File: src/rtl/clk_div_ctrl_if.sv
// -----------------------------------------------------------------------------
// clk_div_ctrl_if
// Purpose : groups the divisor request handshake and the divider control and
//           status outputs of clk_div_ctrl.
// Signals : req_valid  - divisor change request
//           req_div    - requested divisor
//           req_ready  - request accepted this cycle if req_valid
//           req_err    - one-cycle pulse, request rejected as out of range
//           div        - divisor to the clock divider
//           div_nrst   - active-low reset to the clock divider
//           locked     - divided clock stable at the current div
//           cfg_count  - accepted reconfiguration count
// Modports: master (requester side), slave (clk_div_ctrl side)
// -----------------------------------------------------------------------------
interface clk_div_ctrl_if;
    logic        req_valid;
    logic [31:0] req_div;
    logic        req_ready;
    logic        req_err;
    logic [31:0] div;
    logic        div_nrst;
    logic        locked;
    logic [15:0] cfg_count;

    modport master (
        output req_valid,
        output req_div,
        input  req_ready,
        input  req_err,
        input  div,
        input  div_nrst,
        input  locked,
        input  cfg_count
    );

    modport slave (
        input  req_valid,
        input  req_div,
        output req_ready,
        output req_err,
        output div,
        output div_nrst,
        output locked,
        output cfg_count
    );
endinterface

File: src/rtl/clk_div_ctrl.sv
// -----------------------------------------------------------------------------
// clk_div_ctrl
// Purpose : sequences divisor changes for an external clock divider. A new
//           divisor is applied while the divider is held in reset (HOLD), the
//           divider is released and allowed LOCK_PERIODS divided periods to
//           settle (WAIT), then the block reports lock and accepts new
//           requests (LOCKED).
// Ports   : clk  - reference clock, all state changes on its rising edge
//           rst  - synchronous active-high reset
//           bus  - clk_div_ctrl_if.slave (request handshake, div, div_nrst,
//                  locked, req_err, cfg_count)
// Config  : CLK_DIV_CTRL_STATUS_EN defined -> saturating count of accepted
//           reconfigurations on cfg_count; undefined -> cfg_count tied to 0.
// -----------------------------------------------------------------------------
module clk_div_ctrl #(
    parameter logic [31:0] DIV_DEFAULT  = 32'd1,
    parameter int unsigned HOLD_CYCLES  = 4,
    parameter int unsigned LOCK_PERIODS = 2
) (
    input logic           clk,
    input logic           rst,
    clk_div_ctrl_if.slave bus
);

    localparam logic [7:0] HOLD_LAST = 8'(HOLD_CYCLES - 1);
    localparam logic [7:0] WRAP_LAST = 8'(LOCK_PERIODS - 1);

    typedef enum logic [1:0] {
        StHold,
        StWait,
        StLocked
    } state_e;

    state_e      r_state;
    logic [7:0]  r_hold_cnt;
    logic [31:0] r_per_cnt;
    logic [7:0]  r_wrap_cnt;
    logic [31:0] r_div;
    logic        r_div_nrst;
    logic        r_locked;
    logic        r_req_ready;
    logic        r_req_err;

    state_e      w_state_nxt;
    logic [7:0]  w_hold_cnt_nxt;
    logic [31:0] w_per_cnt_nxt;
    logic [7:0]  w_wrap_cnt_nxt;
    logic [31:0] w_div_nxt;
    logic        w_req_err_nxt;
    logic        w_xfer;
    logic        w_req_bad;

    // r_req_ready is a register, so the handshake never loops back into ready.
    assign w_xfer    = bus.req_valid & r_req_ready;
    assign w_req_bad = (bus.req_div == 32'd0) || (bus.req_div == 32'hFFFF_FFFF);

    always_comb begin
        w_state_nxt    = r_state;
        w_hold_cnt_nxt = r_hold_cnt;
        w_per_cnt_nxt  = r_per_cnt;
        w_wrap_cnt_nxt = r_wrap_cnt;
        w_div_nxt      = r_div;
        w_req_err_nxt  = 1'b0;

        unique case (r_state)
            StHold: begin
                if (r_hold_cnt == HOLD_LAST) begin
                    w_state_nxt    = StWait;
                    w_hold_cnt_nxt = 8'd0;
                    w_per_cnt_nxt  = 32'd0;
                    w_wrap_cnt_nxt = 8'd0;
                end else begin
                    w_hold_cnt_nxt = r_hold_cnt + 8'd1;
                end
            end
            StWait: begin
                // Period counter wraps every div cycles; the wrap counter
                // counts whole periods, giving LOCK_PERIODS*div cycles total.
                if (r_per_cnt == r_div - 32'd1) begin
                    w_per_cnt_nxt = 32'd0;
                    if (r_wrap_cnt == WRAP_LAST) begin
                        w_state_nxt    = StLocked;
                        w_wrap_cnt_nxt = 8'd0;
                    end else begin
                        w_wrap_cnt_nxt = r_wrap_cnt + 8'd1;
                    end
                end else begin
                    w_per_cnt_nxt = r_per_cnt + 32'd1;
                end
            end
            StLocked: begin
                if (w_xfer) begin
                    if (w_req_bad) begin
                        w_req_err_nxt = 1'b1;
                    end else if (bus.req_div != r_div) begin
                        // div only ever changes here, on entry to HOLD.
                        w_div_nxt      = bus.req_div;
                        w_state_nxt    = StHold;
                        w_hold_cnt_nxt = 8'd0;
                    end
                end
            end
            default: begin
                w_state_nxt    = StHold;
                w_hold_cnt_nxt = 8'd0;
            end
        endcase
    end

    always_ff @(posedge clk) begin
        if (rst) begin
            r_state     <= StHold;
            r_hold_cnt  <= 8'd0;
            r_per_cnt   <= 32'd0;
            r_wrap_cnt  <= 8'd0;
            r_div       <= DIV_DEFAULT;
            r_div_nrst  <= 1'b0;
            r_locked    <= 1'b0;
            r_req_ready <= 1'b0;
            r_req_err   <= 1'b0;
        end else begin
            r_state     <= w_state_nxt;
            r_hold_cnt  <= w_hold_cnt_nxt;
            r_per_cnt   <= w_per_cnt_nxt;
            r_wrap_cnt  <= w_wrap_cnt_nxt;
            r_div       <= w_div_nxt;
            // Outputs are registered copies decoded from the next state.
            r_div_nrst  <= (w_state_nxt != StHold);
            r_locked    <= (w_state_nxt == StLocked);
            r_req_ready <= (w_state_nxt == StLocked);
            r_req_err   <= w_req_err_nxt;
        end
    end

    assign bus.req_ready = r_req_ready;
    assign bus.req_err   = r_req_err;
    assign bus.div       = r_div;
    assign bus.div_nrst  = r_div_nrst;
    assign bus.locked    = r_locked;

`ifdef CLK_DIV_CTRL_STATUS_EN
    logic [15:0] r_cfg_count;
    logic        w_reseq;

    assign w_reseq = (r_state == StLocked) & w_xfer & ~w_req_bad & (bus.req_div != r_div);

    always_ff @(posedge clk) begin
        if (rst) begin
            r_cfg_count <= 16'd0;
        end else if (w_reseq && (r_cfg_count != 16'hFFFF)) begin
            r_cfg_count <= r_cfg_count + 16'd1;
        end
    end

    assign bus.cfg_count = r_cfg_count;
`else
    assign bus.cfg_count = 16'd0;
`endif

endmodule
File: src/flat_wrapper.sv
// flat-port wrapper written by rule: the top's interface ports become plain ports
module clk_div_ctrl_flat 
#(
    parameter logic [31:0] DIV_DEFAULT  = 32'd1,
    parameter int unsigned HOLD_CYCLES  = 4,
    parameter int unsigned LOCK_PERIODS = 2
)
  (clk, rst, bus_req_valid, bus_req_div, bus_req_ready, bus_req_err, bus_div, bus_div_nrst, bus_locked, bus_cfg_count);
  clk_div_ctrl_if bus_i ();
  input logic clk;
  input logic rst;
  input wire logic [$bits(bus_i.req_valid)-1:0] bus_req_valid;
  input wire logic [$bits(bus_i.req_div)-1:0] bus_req_div;
  output wire logic [$bits(bus_i.req_ready)-1:0] bus_req_ready;
  output wire logic [$bits(bus_i.req_err)-1:0] bus_req_err;
  output wire logic [$bits(bus_i.div)-1:0] bus_div;
  output wire logic [$bits(bus_i.div_nrst)-1:0] bus_div_nrst;
  output wire logic [$bits(bus_i.locked)-1:0] bus_locked;
  output wire logic [$bits(bus_i.cfg_count)-1:0] bus_cfg_count;
  assign bus_i.req_valid = bus_req_valid;
  assign bus_i.req_div = bus_req_div;
  assign bus_req_ready = bus_i.req_ready;
  assign bus_req_err = bus_i.req_err;
  assign bus_div = bus_i.div;
  assign bus_div_nrst = bus_i.div_nrst;
  assign bus_locked = bus_i.locked;
  assign bus_cfg_count = bus_i.cfg_count;
  clk_div_ctrl #(.DIV_DEFAULT(DIV_DEFAULT), .HOLD_CYCLES(HOLD_CYCLES), .LOCK_PERIODS(LOCK_PERIODS)) u_core (.clk(clk), .rst(rst), .bus(bus_i));
endmodule
File: config.mk
export PLATFORM = sky130hd
export DESIGN_NAME = clk_div_ctrl_flat
export DESIGN_NICKNAME = d
export VERILOG_FILES = /design/src/rtl/clk_div_ctrl_if.sv /design/src/rtl/clk_div_ctrl.sv /design/src/flat_wrapper.sv
export SDC_FILE = /design/constraint.sdc
export NUM_CORES = 1
export LEC_CHECK = 0
export ABC_AREA = 0
export CAP_MARGIN = 20
export CORE_AREA = 2 2 110 112
export CTS_BUF_LIST = sky130_fd_sc_hd__clkbuf_16
export DETAILED_ROUTE_END_ITERATION = 12
export DIE_AREA = 0 0 112 114
export PLACE_DENSITY = 0.77
export SLEW_MARGIN = 5
export SYNTH_ARGS = -nofsm -noshare
export SYNTH_HDL_FRONTEND = slang
export SYNTH_SLANG_ARGS = --single-unit
File: constraint.sdc
create_clock -name clk -period 3.6 [get_ports clk]
set_input_delay 0.54 -clock clk [delete_from_list [all_inputs] [get_ports clk]]
set_output_delay 0.54 -clock clk [all_outputs]
set_load 0.05 [all_outputs]
==> impl_metrics.yaml <==
placed_design:
  io_buffer_count: 70
  placed_area_um2: 6640
  gp_congestion: 0.972
  placed_cells: 943
  place_ws_ns: 0.117
  dp_hpwl_um: 13300
global_route:
  grt_max_degree: 49
  grt_busiest_layer: "met2"
  use_met1_pct: 33.6
  grt_pass1_vias: 5573
  grtUsageMet2_pct: 45.2
  grt_overflow: 0
  grt_pass1_wl_um: 28100
  antenna_found_initial: 0
  use_met3_pct: 5.63
  grt_usage_pct: 27.1
timing:
  max_freq_mhz: 288
  fin_tns_setup_ns: 0
  drv_slew: 0
  skew_ns: 0.00836
  maxSlewHeadroom_pct: 63.8
  hold-worst-slack_ns: 0.498
  finalHoldViolations: 0
  period_share_pct: 96.5
  finalSetupViolCount: 0
  worst_slack_ns: 0.127
  worstMarginPinSlew_ns: 0.538
  fin_crit_ns: 3.47
yosys:
  ys_warn_count: 0
  ys_ff_latch: 85
  ys_types: 59
  postSynthCellCount: 739
  synth_edf_count: 0
  synth_ff_type: "dfxtp_1"
  syn_area_per_cell_um2: 7.70
  netlist_area_um2: 5690
  async_flop_share_pct: 0
  seq_area_frac_synth_pct: 29.9
min_path:
  holdPathStages: 2
  hold_path.class: "reg2reg"
detailed_routing:
  via_count: 5885
  wl_um: 17600
  via_per_inst: 6.14
  ant_nets: 0
  drtIter0Drc: 379
  drc: 0
  first_pass_iters: 5
  wire_per_inst_um: 18.3
worst_setup_path:
  cp.arrival_ns: 3.74
  crit_required_ns: 3.87
  start_kind: "register"
  critPathKind: "reg2reg"
  ff2ff_path_depth: 9
  end_kind: "register"
  path_max_fanout: 14
clock_tree:
  clkTransAtPathRegs_ns: 0.06
  tritoncts: "built"
  htree_levels: 3
  ctsRootBufferMaster: "clkbuf_16"
  cts_buffers: 9
  cts.path.max_buffers: 2
  clock_latency_ns: 0.34
  cts.sinks: 85
run_status:
  outcome: "complete, no violations"
final_layout:
  seqCellArea_um2: 1720
  post-route-cell-area_um2: 6940
  antennaDiodeCount: 0
  fillers: 1078
  final_cells: 959
  area_delta_synth_final_pct: 22.0
  layout.nets: 847
  finalCoreUtilization_pct: 59.3
  multiInputGateArea_um2: 3710
  drive_gt1_share_pct: 9.11
floorplan:
  die_w_um: 112
  num_io_pins: 87
  floorplan.core_area_um2: 11700
  initial_core_util_pct: 48.6
  dieArea_um2: 12800
  fp-row-count: 40
  die_h_um: 114
power_and_ir_drop:
  p_leak_nw: 2.77
  finalPower_mw: 2.20
  vdd_drop_max_v: 0.000259
  pwr_density_cell_nw_per_um2: 318
flow_run:
  cap_violations: 0
## critical path, stage by stage (launching register included)
cell	delay, ns
dfxtp_4	0.34
or4_4	0.56
or3_1	0.40
or4_1	0.51
a211o_1	0.28
a211oi_2	0.21
o2111a_2	0.30
a31oi_4	0.17
or4_1	0.51
a21oi_1	0.13
## metal layers
metal / part of all wire (%) / up-vias
li1: - / 2774
met1: 43 / 2804
met2: 46 / 263
met3: 7.3 / 44
met4: 4.0 / 0
met5: 0 / -
## cell type report
| cell class | instances | area share [%] |
|---|---|---|
| clock buffer | 9 | 3.25 |
| clock inverter | 7 | 0.847 |
| inverter | 17 | 0.920 |
| multi-input combinational | 590 | 53.5 |
| sequential | 85 | 24.7 |
| tap | 147 | 2.65 |
| timing repair buffer | 104 | 14.1 |
## path summary, 6_finish.rpt
check | to | startpoint | slack [ns]
worst max register to register | u_core.r_wrap_cnt[7] | u_core.bus.div[4] | 0.13
worst min register to register | u_core.r_wrap_cnt[1] | u_core.r_wrap_cnt[1] | 0.50
worst min-delay path | u_core.r_wrap_cnt[1] | u_core.r_wrap_cnt[1] | 0.50
worst max-delay path | u_core.r_wrap_cnt[7] | u_core.bus.div[4] | 0.13
## power breakdown
group / switching (mW) / internal [mW] / total [mW]
Sequential: 0.0198 / 0.955 / 0.975
Clock: 0.367 / 0.528 / 0.894
Combinational: 0.223 / 0.113 / 0.336
## state kept, by name, summed over array words and instances (netlist names)
name	flops
u_core.bus.div	32
u_core.r_per_cnt	32
u_core.r_hold_cnt	8
u_core.r_wrap_cnt	8
u_core.r_state	2
u_core.bus.div_nrst	1
u_core.bus.locked	1
u_core.bus.req_err	1
## cell usage after synthesis, drive strengths merged, types with 4 or more instances
master	number	share of area, %
nor2	74	4.9
a31oi	8	0.99
xor2	50	7.7
nor3	25	2.2
a211oi	12	1.6
nand3	30	2.6
or3	14	1.5
or4b	5	0.88
mux2i	36	6.3
nor4	29	3.2
nor4b	4	0.62
o21ai	50	4.4
or4	11	1.5
o31ai	5	0.66
xnor2	28	4.3
dfxtp	85	30
nand2b	9	0.99
clkbuf	38	2.5
buf	24	3.1
or2	6	0.66
o22ai	5	0.55
ha	5	1.1
inv	17	1.1
nand4	22	2.4
and3	15	1.7
a21oi	31	2.7
o21a	5	0.66
nand2	60	4.0
## placed cells by master, fill, tap and decap left out, drive strengths merged, types with 4 or more instances in the layout
master	netlist	final
or4b	5	5
inv	17	19
nor4b	4	4
clkinv	0	4
buf	24	34
and3	15	15
nor3	25	25
mux2i	36	36
or4	11	11
nand3	30	30
a211oi	12	12
conb	1	16
nand4	22	22
xnor2	28	28
nand2b	9	9
nor2	74	74
a21oi	31	31
o31ai	5	5
or3	14	14
clkdlybuf4s50	0	70
a31oi	8	8
o21ai	50	50
xor2	50	50
or2	6	6
nand2	60	60
o22ai	5	5
clkbuf	38	9
dfxtp	85	85
nor4	29	29
ha	5	5
o21a	5	5
## repair_timing
item	in CTS	in global routing
resized for setup	0	4
setup endpoints to repair	0	23
hold buffers	0	0
endpoints found under the hold margin	0	0
setup buffers	0	0
## kinds of logic (layout without fill, tap and decap cells)
family | Yosys count | count (layout) | share of synthesized area [%]
simple gates | 319 | 319 | 29.2
xor+xnor | 78 | 78 | 12.0
flops | 85 | 85 | 29.9
fa+ha+maj | 5 | 5 | 1.10
other cells | 1 | 16 | 0.0659
compound gates | 136 | 136 | 14.7
mux | 36 | 36 | 6.34
buf+inv | 79 | 137 | 6.71
(Power assumes the default switching activity.)
